File: src/rtl/alu_b_operand_stage_if.sv
`default_nettype none
// ============================================================================
// Module      : alu_b_operand_stage_if
// Description : Request/response bundle between the ID-side operand request,
//               the forwarding sources and the EX-side ALU B consumer.
// Revision    : 1.0 - initial release
// ============================================================================
interface alu_b_operand_stage_if #(
    parameter int WIDTH  = 32,
    parameter int IMM_W  = 16,
    parameter int REG_AW = 5
);
    logic              in_valid;
    logic              in_ready;
    logic [1:0]        ALUSrc;
    logic [WIDTH-1:0]  read_data2;
    logic [IMM_W-1:0]  imm;
    logic [REG_AW-1:0] rt_addr;
    logic              fwd_mem_en;
    logic [REG_AW-1:0] fwd_mem_addr;
    logic [WIDTH-1:0]  fwd_mem_data;
    logic              fwd_wb_en;
    logic [REG_AW-1:0] fwd_wb_addr;
    logic [WIDTH-1:0]  fwd_wb_data;
    logic              out_valid;
    logic              out_ready;
    logic [WIDTH-1:0]  ALU_B;
    logic [1:0]        out_src;

    modport master (
        output in_valid, ALUSrc, read_data2, imm, rt_addr,
               fwd_mem_en, fwd_mem_addr, fwd_mem_data,
               fwd_wb_en, fwd_wb_addr, fwd_wb_data, out_ready,
        input  in_ready, out_valid, ALU_B, out_src
    );

    modport slave (
        input  in_valid, ALUSrc, read_data2, imm, rt_addr,
               fwd_mem_en, fwd_mem_addr, fwd_mem_data,
               fwd_wb_en, fwd_wb_addr, fwd_wb_data, out_ready,
        output in_ready, out_valid, ALU_B, out_src
    );
endinterface
`default_nettype wire

File: src/rtl/alu_b_operand_stage.sv
`default_nettype none
// ============================================================================
// Module      : alu_b_operand_stage
// Description : Registered ALU B operand select with MEM/WB forwarding and a
//               valid/ready output stage backed by a one-entry skid buffer.
// Revision    : 1.0 - initial release
// ============================================================================
module alu_b_operand_stage #(
    parameter int WIDTH  = 32,
    parameter int IMM_W  = 16,
    parameter int REG_AW = 5
) (
    input  wire logic             clk,
    input  wire logic             rst_n,
    alu_b_operand_stage_if.slave  bus
);
    localparam logic [1:0] c_SRC_REG = 2'b00;
    localparam logic [1:0] c_SRC_MEM = 2'b01;
    localparam logic [1:0] c_SRC_WB  = 2'b10;
    localparam logic [1:0] c_SRC_IMM = 2'b11;

    logic [WIDTH-1:0] w_sext;
    logic [WIDTH-1:0] w_zext;
    logic [WIDTH-1:0] w_lui;
    logic [WIDTH-1:0] w_sel_data;
    logic [1:0]       w_sel_src;
    logic             w_mem_hit;
    logic             w_wb_hit;
    logic             w_accept;
    logic             w_consume;
    logic             w_out_load;
    logic             w_skid_valid_nxt;

    logic             r_in_ready;
    logic             r_out_valid;
    logic [WIDTH-1:0] r_alu_b;
    logic [1:0]       r_out_src;
    logic             r_skid_valid;
    logic [WIDTH-1:0] r_skid_data;
    logic [1:0]       r_skid_src;

    generate
        if (WIDTH > IMM_W) begin : g_ext
            assign w_sext = {{(WIDTH-IMM_W){bus.imm[IMM_W-1]}}, bus.imm};
            assign w_zext = {{(WIDTH-IMM_W){1'b0}}, bus.imm};
            assign w_lui  = {bus.imm, {(WIDTH-IMM_W){1'b0}}};
        end else begin : g_noext
            assign w_sext = bus.imm;
            assign w_zext = bus.imm;
            assign w_lui  = bus.imm;
        end
    endgenerate

    // Register zero is hard-wired, so a write to it must never be forwarded.
    assign w_mem_hit = bus.fwd_mem_en && (bus.fwd_mem_addr == bus.rt_addr)
                       && (bus.rt_addr != '0);
    assign w_wb_hit  = bus.fwd_wb_en && (bus.fwd_wb_addr == bus.rt_addr)
                       && (bus.rt_addr != '0);

    always_comb begin
        w_sel_data = bus.read_data2;
        w_sel_src  = c_SRC_REG;
        unique case (bus.ALUSrc)
            2'b00: begin
                if (w_mem_hit) begin
                    w_sel_data = bus.fwd_mem_data;
                    w_sel_src  = c_SRC_MEM;
                end else if (w_wb_hit) begin
                    w_sel_data = bus.fwd_wb_data;
                    w_sel_src  = c_SRC_WB;
                end
            end
            2'b01: begin
                w_sel_data = w_sext;
                w_sel_src  = c_SRC_IMM;
            end
            2'b10: begin
                w_sel_data = w_zext;
                w_sel_src  = c_SRC_IMM;
            end
            default: begin
                w_sel_data = w_lui;
                w_sel_src  = c_SRC_IMM;
            end
        endcase
    end

    assign w_accept   = bus.in_valid && r_in_ready;
    assign w_consume  = r_out_valid && bus.out_ready;
    assign w_out_load = !r_out_valid || w_consume;
    // Skid stays occupied only while the output register is stalled.
    assign w_skid_valid_nxt = (r_skid_valid || w_accept) && !w_out_load;

    always_ff @(posedge clk) begin
        if (!rst_n) begin
            r_in_ready   <= 1'b0;
            r_out_valid  <= 1'b0;
            r_alu_b      <= '0;
            r_out_src    <= c_SRC_REG;
            r_skid_valid <= 1'b0;
            r_skid_data  <= '0;
            r_skid_src   <= c_SRC_REG;
        end else begin
            r_in_ready   <= !w_skid_valid_nxt;
            r_skid_valid <= w_skid_valid_nxt;
            if (w_out_load) begin
                if (r_skid_valid) begin
                    r_out_valid <= 1'b1;
                    r_alu_b     <= r_skid_data;
                    r_out_src   <= r_skid_src;
                    if (w_accept) begin
                        r_skid_data <= w_sel_data;
                        r_skid_src  <= w_sel_src;
                    end
                end else if (w_accept) begin
                    r_out_valid <= 1'b1;
                    r_alu_b     <= w_sel_data;
                    r_out_src   <= w_sel_src;
                end else begin
                    r_out_valid <= 1'b0;
                end
            end else if (w_accept) begin
                r_skid_data <= w_sel_data;
                r_skid_src  <= w_sel_src;
            end
        end
    end

    assign bus.in_ready  = r_in_ready;
    assign bus.out_valid = r_out_valid;
    assign bus.ALU_B     = r_alu_b;
    assign bus.out_src   = r_out_src;
endmodule
`default_nettype wire

File: src/flat_wrapper.sv
// flat-port wrapper written by rule: the top's interface ports become plain ports
module alu_b_operand_stage_flat 
#(
    parameter int WIDTH  = 32,
    parameter int IMM_W  = 16,
    parameter int REG_AW = 5
)
  (clk, rst_n, bus_in_valid, bus_ALUSrc, bus_read_data2, bus_imm, bus_rt_addr, bus_fwd_mem_en, bus_fwd_mem_addr, bus_fwd_mem_data, bus_fwd_wb_en, bus_fwd_wb_addr, bus_fwd_wb_data, bus_out_ready, bus_in_ready, bus_out_valid, bus_ALU_B, bus_out_src);
  alu_b_operand_stage_if #(.WIDTH(WIDTH), .IMM_W(IMM_W), .REG_AW(REG_AW)) bus_i ();
  input  wire logic clk;
  input  wire logic rst_n;
  input wire logic [$bits(bus_i.in_valid)-1:0] bus_in_valid;
  input wire logic [$bits(bus_i.ALUSrc)-1:0] bus_ALUSrc;
  input wire logic [$bits(bus_i.read_data2)-1:0] bus_read_data2;
  input wire logic [$bits(bus_i.imm)-1:0] bus_imm;
  input wire logic [$bits(bus_i.rt_addr)-1:0] bus_rt_addr;
  input wire logic [$bits(bus_i.fwd_mem_en)-1:0] bus_fwd_mem_en;
  input wire logic [$bits(bus_i.fwd_mem_addr)-1:0] bus_fwd_mem_addr;
  input wire logic [$bits(bus_i.fwd_mem_data)-1:0] bus_fwd_mem_data;
  input wire logic [$bits(bus_i.fwd_wb_en)-1:0] bus_fwd_wb_en;
  input wire logic [$bits(bus_i.fwd_wb_addr)-1:0] bus_fwd_wb_addr;
  input wire logic [$bits(bus_i.fwd_wb_data)-1:0] bus_fwd_wb_data;
  input wire logic [$bits(bus_i.out_ready)-1:0] bus_out_ready;
  output wire logic [$bits(bus_i.in_ready)-1:0] bus_in_ready;
  output wire logic [$bits(bus_i.out_valid)-1:0] bus_out_valid;
  output wire logic [$bits(bus_i.ALU_B)-1:0] bus_ALU_B;
  output wire logic [$bits(bus_i.out_src)-1:0] bus_out_src;
  assign bus_i.in_valid = bus_in_valid;
  assign bus_i.ALUSrc = bus_ALUSrc;
  assign bus_i.read_data2 = bus_read_data2;
  assign bus_i.imm = bus_imm;
  assign bus_i.rt_addr = bus_rt_addr;
  assign bus_i.fwd_mem_en = bus_fwd_mem_en;
  assign bus_i.fwd_mem_addr = bus_fwd_mem_addr;
  assign bus_i.fwd_mem_data = bus_fwd_mem_data;
  assign bus_i.fwd_wb_en = bus_fwd_wb_en;
  assign bus_i.fwd_wb_addr = bus_fwd_wb_addr;
  assign bus_i.fwd_wb_data = bus_fwd_wb_data;
  assign bus_i.out_ready = bus_out_ready;
  assign bus_in_ready = bus_i.in_ready;
  assign bus_out_valid = bus_i.out_valid;
  assign bus_ALU_B = bus_i.ALU_B;
  assign bus_out_src = bus_i.out_src;
  alu_b_operand_stage #(.WIDTH(WIDTH), .IMM_W(IMM_W), .REG_AW(REG_AW)) u_core (.clk(clk), .rst_n(rst_n), .bus(bus_i));
endmodule
File: config.mk
export PLATFORM = sky130hd
export DESIGN_NAME = alu_b_operand_stage_flat
export DESIGN_NICKNAME = d
export VERILOG_FILES = /design/src/rtl/alu_b_operand_stage_if.sv /design/src/rtl/alu_b_operand_stage.sv /design/src/flat_wrapper.sv
export SDC_FILE = /design/constraint.sdc
export NUM_CORES = 1
export LEC_CHECK = 0
export ABC_CLOCK_PERIOD_IN_PS = 2190
export CORE_ASPECT_RATIO = 0.6
export CORE_MARGIN = 2
export CORE_UTILIZATION = 38
export CTS_CLUSTER_DIAMETER = 40
export DETAILED_ROUTE_END_ITERATION = 10
export MAX_ROUTING_LAYER = met4
export PLACE_DENSITY = 0.77
export SLEW_MARGIN = 20
export SYNTH_ARGS = -nofsm -noshare
export SYNTH_HDL_FRONTEND = slang
export SYNTH_SLANG_ARGS = --single-unit
File: constraint.sdc
create_clock -name clk -period 2.19 [get_ports clk]
set_clock_uncertainty 0.1 [all_clocks]
set_input_delay 0.438 -clock clk [delete_from_list [all_inputs] [get_ports clk]]
set_output_delay 0.438 -clock clk [all_outputs]
set_load 0.01 [all_outputs]
# Word-level counts from Yosys, hierarchy flattened
# Cells that the tools add are included.
# Widths: inputs -> output; s select.
classes:
  eq_ne: 5
  n_mux: 18
  n_reduce_logical: 16
op_table:
  columns: ["cell", "n"]
  rows:
  - ["$mux 32", 7]
  - ["$pmux 32 s3", 1]
  - ["$mux 2", 8]
  - ["$eq 5x5->1", 2]
  - ["$logic_and 1x1->1", 7]
  - ["$reduce_bool 5->1", 1]
  - ["$logic_not 1->1", 3]
  - ["$eq 2x1->1 const B", 1]
  - ["$eq 2x2->1 const B", 1]
  - ["$logic_not 2->1", 1]
  - ["$logic_or 1x1->1", 2]
  - ["$mux 1", 2]
  - ["$ne 2x2->1 const B", 1]
  - ["$reduce_and 2->1", 1]
  - ["$reduce_bool 2->1", 1]
totals:
  regBits: 71
  input_bits: 135
  output_inout_bits: 36
  elab_cells: 46

# Logic depth before layout (Yosys ltp)
# Gate-level depths: netlist of run 1.
logic_depth:
  ltp_word: 9
  depth_mapped: 7
  depth_no_buf: 6

# Worst setup path before layout of run 1
# OpenSTA, ideal clock, no wires.
synth_timing:
  kind: "in2reg"
  from: "input bus_rt_addr[1]"
  to: "register u_core.r_alu_b[10] (netlist: u_core.bus.ALU_B[10])"
  arrival_ns: 2.118
  slack_ns: -0.166
  cell_stages: 7
  cell_sequence: "or4_4 -> o211ai_2 -> nor2_2 -> buf_6 -> mux2_4 -> a222oi_1 -> o221ai_1"
synth_between:
  elab_chain_len: 8
  elab_cells_between_ends: 12
  classes_between: "2 x eq/ne; 5 x mux; 5 x reduce/logical"
synth_lines:
  columns: ["item", "line", "text"]
  rows:
  - ["start, declared", "flat_wrapper.sv:16", "input wire logic [$bits(bus_i.rt_addr)-1:0] bus_rt_addr;"]
  - ["$eq 5x5->1", "alu_b_operand_stage.sv:57", "assign w_wb_hit = bus.fwd_wb_en && (bus.fwd_wb_addr == bus.rt_addr)"]
  - ["$logic_and 1x1->1", "alu_b_operand_stage.sv:57", null]
  - ["$logic_and 1x1->1", "alu_b_operand_stage.sv:58", "&& (bus.rt_addr != '0);"]
  - ["$mux 32", "alu_b_operand_stage.sv:68", "end else if (w_wb_hit) begin"]
  - ["$mux 32 (*)", "alu_b_operand_stage.sv:65", "if (w_mem_hit) begin"]
  - ["$pmux 32 s3 (*)", "alu_b_operand_stage.sv:63", "unique case (bus.ALUSrc)"]
  - ["$mux 32 (*)", "alu_b_operand_stage.sv:115", "end else if (w_accept) begin"]
  - ["$mux 32 (*)", "alu_b_operand_stage.sv:107", "if (r_skid_valid) begin"]
  - ["end signal, assigned", "alu_b_operand_stage.sv:109", "r_alu_b <= r_skid_data;"]
  - ["end signal, assigned", "alu_b_operand_stage.sv:117", "r_alu_b <= w_sel_data;"]
  - ["end, declared", "alu_b_operand_stage.sv:36", "logic [WIDTH-1:0] r_alu_b;"]
# Every way passes the cells marked *; elsewhere a longest branch is shown, timed or not. The select of a mux whose other input is x is not followed.
# A chain may end at the register's enable or synchronous reset.

# Final worst setup path of run 1
layout_timing:
  from: "input bus_rt_addr[3]"
  to: "register u_core.r_skid_data[1]"
layout_between:
  elab_chain_len: 9
  elab_cells_between_ends: 13
  classes_between: "2 x eq/ne; 6 x mux; 5 x reduce/logical"
layout_lines:
  columns: ["item", "line", "text"]
  rows:
  - ["$eq 5x5->1", "alu_b_operand_stage.sv:57", null]
  - ["$logic_and 1x1->1", "alu_b_operand_stage.sv:57", null]
  - ["$logic_and 1x1->1", "alu_b_operand_stage.sv:58", null]
  - ["$mux 32", "alu_b_operand_stage.sv:68", null]
  - ["$mux 32 (*)", "alu_b_operand_stage.sv:65", null]
  - ["$pmux 32 s3 (*)", "alu_b_operand_stage.sv:63", null]
  - ["$mux 32 (*)", "alu_b_operand_stage.sv:111, alu_b_operand_stage.sv:122", null]
  - ["$mux 32", "alu_b_operand_stage.sv:107", null]
  - ["$mux 32 (*)", "alu_b_operand_stage.sv:106", "if (w_out_load) begin"]
  - ["end signal, assigned", "alu_b_operand_stage.sv:112", "r_skid_data <= w_sel_data;"]
  - ["end signal, assigned", "alu_b_operand_stage.sv:123", "r_skid_data <= w_sel_data;"]
  - ["end, declared", "alu_b_operand_stage.sv:39", "logic [WIDTH-1:0] r_skid_data;"]
# Marked as above.

==> qor.yml, run 1 <==
gp_congestion: 0.861
wire_per_inst_um: 19.9
vias_per_cell: 5.83
cts_tree: "done"
h-tree-depth: 3
drtPass1Iterations: 7
rows: 28
initial_core_util: 0.390
synth_edf_count: 0
drtIter0Drc: 449
route.detailed.drc: 0
n_antenna_cell: 0
die_h_um: 81.7
min_period_ns: 2.43
coreArea_mm2: 0.00981
final_util: 0.692
antenna_left: 0
p_leak_nw: 2.52
routed_wl_um: 15500
finalHoldViolCount: 0
syn-num-nets: 577
crit_fanout: 6
grt_start_max_net_pins: 58
syn_area_mm2: 0.00383
maxCapViolations: 0
irDropWorstVdd_mv: 0.406
synth_cells: 442
dp_hpwl_um: 10400
path_class: "input port to register"
setup.worst_path.end_class: "register"
clk_pin_slew_worst_paths_ns: 0.06
setup_viol: 67
design_power_total_mw: 3.81
grt_overflow_total: 0
setup_ws_ns: -0.239
final_layout_size_suffix_gt1_frac: 0.235
antenna_found_initial: 0
syn-mean-instance-area_um2: 8.66
yosysWarningCount: 0
ys_async_sr_fraction: 0
rsz0062_at_grt: "true"
cts.sinks: 71
place.port_buffers: 170
area_growth_syn_to_layout_pct: 77.3
ys.flop_type: "dfxtp_1"
final_area_mm2: 0.00679
die_x_um: 134
slew_viol_final: 0
grt_pass1_vias: 4280
cts_hold_buf: 0
fmax_mhz: 412
place_area_mm2: 0.00586
crit_arrival_ns: 2.55
grt.total_usage: 0.277
cts_root_buffer: "clkbuf_16"
via_count: 4539
ys_types: 39
hold_ws_ns: 0.377
crit_required_ns: 2.32
ys_ff_latch: 71
worstHoldPathType: "register to register"
clkLatencyLatePin_ns: 0.34
pin_count: 171
grt_pass1_wl_um: 22500
numCtsBuffers: 9
r2r_cells: 5
layout.nets: 773
slew_headroom: 0.720
hold_path_depth: 2
die_area_mm2: 0.0109
worst_slew_pin_slew_ns: 0.420
power_density_mw_per_mm2: 561
fin_crit_sh: 1.11
yosysSeqAreaShare: 0.371
dp_cells: 731
clockBufferDepth: 2
violations: "negative setup slack"
worst_setup_path_start_kind: "input port"
outcome: "finished with violations"
final_cell_count_no_fill: 778
[sequential cells by signal, indices dropped and copies added (netlist names)]
name and flops:
u_core.bus.ALU_B 32, u_core.r_skid_data 32, u_core.bus.out_src 2, u_core.r_skid_src 2, u_core.bus.in_ready 1, u_core.bus.out_valid 1, u_core.r_skid_valid 1
[repair_timing]
item	in CTS	in global routing
setup endpoints to repair	68	68
pin swaps	47	61
gates resized for setup	46	58
gates cloned	2	5
buffers inserted	16	15
[report_power, final]
part	switching [mW]	internal [mW]
Clock	0.564	1.03
Sequential	0.0277	1.34
Combinational	0.360	0.491
Total	0.952	2.86
[worst paths after layout]
kind | end | slack (ns) | startpoint
setup / recovery | u_core.r_skid_data[1]$_SDFFE_PN0P_ | -0.24 | bus_rt_addr[3]
hold / removal | u_core.bus.ALU_B[28]$_SDFFE_PN0P_ | 0.38 | u_core.bus.ALU_B[28]$_SDFFE_PN0P_
setup reg to reg | u_core.bus.ALU_B[5]$_SDFFE_PN0P_ | 0.50 | u_core.r_skid_valid$_SDFF_PN0_
hold reg to reg | u_core.bus.ALU_B[28]$_SDFFE_PN0P_ | 0.38 | u_core.bus.ALU_B[28]$_SDFFE_PN0P_
[stage by stage]
step           setup slack (ns)  TNS [ns]
2_1_floorplan            -0.166     -4.07
3_3_place_gp             -0.895    -53.49
3_5_place_dp             -0.989    -58.33
4_1_cts                  -0.186     -4.41
5_1_grt                  -0.315    -11.92
6_report                 -0.239     -7.65
[cell type report]
class | count | area [um^2]
Fill cell | 727 | 3020
Clock buffer | 11 | 243
Tap cell | 135 | 169
Timing Repair Buffer | 231 | 2390
Multi-Input combinational cell | 325 | 2480
Sequential cell | 71 | 1420
Clock inverter | 5 | 81.3
[synth_stat cells, types with 2 or more instances]
library cell / number / area share
a222oi_1: 17 / 0.044
mux2_4: 10 / 0.039
nand2b_1: 8 / 0.013
nor2_1: 12 / 0.012
mux2_1: 3 / 0.0088
or3_1: 2 / 0.0033
o22a_1: 8 / 0.018
nand4_1: 27 / 0.044
a21oi_1: 55 / 0.072
dfxtp_1: 71 / 0.37
mux2_2: 11 / 0.032
mux2i_1: 8 / 0.021
clkbuf_1: 42 / 0.041
a211o_1: 7 / 0.016
a221oi_1: 7 / 0.016
o221ai_1: 25 / 0.057
o22ai_1: 7 / 0.011
o21ai_0: 35 / 0.046
nand3_1: 7 / 0.0092
o211ai_1: 2 / 0.0039
a21boi_0: 3 / 0.0059
nand2_1: 36 / 0.035
nor2b_1: 11 / 0.018
buf_2: 3 / 0.0039
buf_6: 2 / 0.0059
xnor2_1: 10 / 0.023
[cells by family (layout without fill, tap and decap cells)]
| family | count (synthesis) | in the layout | share of synthesized area |
|---|---|---|---|
| AOI/OAI and AO/OA | 170 | 170 | 0.301 |
| and+or+nand+nor | 111 | 112 | 0.150 |
| DFF | 71 | 71 | 0.371 |
| buffers and inverters | 47 | 247 | 0.0510 |
| muxes | 32 | 32 | 0.101 |
| xor gates and xnor gates | 11 | 11 | 0.0252 |
[cell usage in the layout (no fill, tap or decap), types with 3 or more instances in the layout]
cell type and count:
nand2b_1 8, nand4_1 27, buf_2 3, clkdlybuf4s50_1 154
nor2_4 4, o21ai_0 35, dlygate4sd2_1 5, buf_6 20
xnor2_1 7, buf_4 30, o221ai_2 10, a21oi_1 37
a221oi_1 4, o221ai_1 15, dlymetal6s2s_1 5, mux2i_1 8
mux2_4 14, nand2_1 36, xnor2_2 3, nand3_1 7
buf_12 8, clkbuf_16 13, a211o_1 7, a221oi_2 3
nor2b_1 11, mux2_2 8, o22a_1 8, nor2_1 9
dfxtp_1 70, a222oi_1 17, o22ai_1 7, a21oi_2 17
[worst max-delay path, stage by stage]
cell and delay (ns):
buf_8 0.09, or4_4 0.53, o211ai_1 0.22, buf_4 0.18
nor4_4 0.05, buf_6 0.14, buf_6 0.12, buf_6 0.12
a222oi_1 0.43, buf_4 0.19, a21oi_2 0.04
[metal layers]
| metal | global-route usage | part of all wire | vias to the layer above |
|---|---|---|---|
| met5 | - | 0 | - |
| met4 | 0.0553 | 0.011 | 0 |
| met3 | 0.0944 | 0.090 | 21 |
| met2 | 0.443 | 0.46 | 247 |
| met1 | 0.345 | 0.44 | 2153 |
| li1 | - | - | 2118 |
Power figures use the tool's default switching activity.
==> run 2: changes to the inputs <==
--- a/config.mk
+++ b/config.mk
@@ -7,13 +7,12 @@
 export LEC_CHECK = 0
 export ABC_CLOCK_PERIOD_IN_PS = 2190
 export CORE_ASPECT_RATIO = 0.6
-export CORE_MARGIN = 2
+export CORE_MARGIN = 8
 export CORE_UTILIZATION = 38
 export CTS_CLUSTER_DIAMETER = 40
 export DETAILED_ROUTE_END_ITERATION = 10
 export MAX_ROUTING_LAYER = met4
 export PLACE_DENSITY = 0.77
-export SLEW_MARGIN = 20
 export SYNTH_ARGS = -nofsm -noshare
 export SYNTH_HDL_FRONTEND = slang
 export SYNTH_SLANG_ARGS = --single-unit
==> run 2 against run 1 <==
  * The run still ends with negative setup slack left
  * Via count rose by 3.5%
  * Worst hold slack got worse by 0.0026 ns
  * Core utilization is essentially flat
==> qor.yml, run 2 (synthesis results as in run 1) <==
place_area_mm2: 0.00591
path_class: "input port to register"
pin_count: 171
hold_ws_ns: 0.375
path_cells: "buf_6 -> or4_4 -> o211ai_4 -> nor2_4 -> buf_12 -> buf_16 -> mux2_4 -> a222oi_1 -> o221ai_1"
slowest_delay_ns: 0.55
clkLatencyLatePin_ns: 0.33
multi_input_area_mm2: 0.00254
dp_hpwl_um: 11700
clk_pin_slew_worst_paths_ns: 0.06
grt_pass1_vias: 4715
setup_viol: 63
cpLargestDelayFamily: "compound AO/OA/AOI/OAI gates"
grt_pass1_wl_um: 25700
via_count: 4700
finalHoldViolCount: 0
gp_congestion: 0.875
hold_path_depth: 2
design_power_total_mw: 3.71
grt.total_usage: 0.246
routed_wl_um: 17400
area_growth_syn_to_layout_pct: 77.9
cts_hold_buf: 0
n_antenna_cell: 0
antenna_left: 0
setup.worst_path.end_class: "register"
vias_per_cell: 6.08
worst_slew_pin_slew_ns: 0.881
numCtsBuffers: 9
tns_ns: -6.84
crit_arrival_ns: 2.52
slew_headroom: 0.412
wire_per_inst_um: 22.5
h-tree-depth: 3
drtPass1Iterations: 8
hold_path_end: "u_core.bus.ALU_B[18]$_SDFFE_PN0P_"
place_ws_ns: -0.860
route.detailed.drc: 0
rows: 28
irDropWorstVdd_mv: 0.500
worstReg2RegEnd: "u_core.r_skid_data[8]$_SDFFE_PN0P_"
layout.cells.most_common: "clkdlybuf4s50_1"
cts_tree: "done"
setup_ws_ns: -0.231
violations: "negative setup slack"
rsz0062_at_grt: "true"
clockBufferDepth: 2
outcome: "finished with violations"
die_x_um: 146
final_layout_size_suffix_gt1_frac: 0.238
hold_start: "u_core.bus.ALU_B[18]$_SDFFE_PN0P_"
slew_viol_final: 0
place.port_buffers: 170
rr_startpoint: "u_core.r_skid_valid$_SDFF_PN0_"
die_h_um: 93.7
maxCapViolations: 0
grt_start_max_net_pins: 53
min_period_ns: 2.42
fillers: 759
cts.sinks: 71
p_leak_nw: 2.51
fmax_mhz: 413
drtIter0Drc: 406
startpoint: "bus_rt_addr[4]"
die_area_mm2: 0.0136
r2r_slack_ns: 0.50
worstHoldPathType: "register to register"
layout.nets: 768
coreArea_mm2: 0.00984
crit_buf_inv: 3
layout_common_cells: "clkdlybuf4s50_1, dfxtp_1, a21oi_1"
antenna_found_initial: 0
initial_core_util: 0.389
worst_path_max_delay_cell: "or4_4"
grt_overflow_total: 0
fin_crit_sh: 1.11
cts_root_buffer: "clkbuf_16"
power_density_mw_per_mm2: 545
worst_setup_path_start_kind: "input port"
crit_required_ns: 2.29
r2r_cells: 6
regArea_mm2: 0.00142
final_area_mm2: 0.00681
crit_fanout: 5
-- run 2: through the flow --
| step | util | instances |
|---|---|---|
| after floorplan | - | 442 |
| after global routing | 0.691 | 773 |
| after CTS | 0.665 | 766 |
| final | 0.691 | 773 |
| after global placement | 0.600 | 736 |
| after detailed placement | 0.600 | 736 |
-- run 2: worst max path at each step --
stage	slack, ns	end	cells after the start
after floorplan	-0.17	u_core.bus.ALU_B[10]$_SDFFE_PN0P_	7
after global placement	-0.80	u_core.bus.ALU_B[31]$_SDFFE_PN0P_	9
after detailed placement	-0.86	u_core.bus.ALU_B[19]$_SDFFE_PN0P_	7
after CTS	-0.18	u_core.bus.ALU_B[3]$_SDFFE_PN0P_	9
after global routing	-0.29	u_core.bus.ALU_B[31]$_SDFFE_PN0P_	10
final	-0.23	u_core.bus.ALU_B[9]$_SDFFE_PN0P_	9
-- run 2: layout make-up --
class | instances | share of cell area
clock buffers | 11 | 0.0357
clock inverters | 5 | 0.00846
repair buffers | 226 | 0.349
flip-flops and latches | 71 | 0.209
multi-input cells | 325 | 0.373
well taps | 135 | 0.0248
-- run 2: timing repair --
item                                    in CTS  in global routing
pin swaps                                   52                 54
cloned                                       5                  3
buffers inserted                             9                  8
gates resized for setup                     57                 52
endpoints found under the setup margin      68                 68
-- run 2: worst reg2reg max path: stages, from the launching register on --
cell	delay [ns]
dfxtp_2	0.32
buf_4	0.23
nor2_1	0.33
nor2_4	0.08
buf_12	0.18
o21ai_0	0.23
a21oi_1	0.07
-- run 2: power by group --
part / switching [mW] / internal [mW]
clock: 0.565 / 0.911
sequential: 0.0278 / 1.34
combinational: 0.376 / 0.490
total: 0.969 / 2.74
-- run 2: per-layer routing --
| metal | GRT usage | vias to the layer above | part of all wire |
|---|---|---|---|
| met4 | 0.0844 | 0 | 0.028 |
| met3 | 0.0803 | 47 | 0.097 |
| met5 | - | - | 0 |
| met2 | 0.394 | 291 | 0.46 |
| li1 | - | 2111 | - |
| met1 | 0.288 | 2251 | 0.41 |
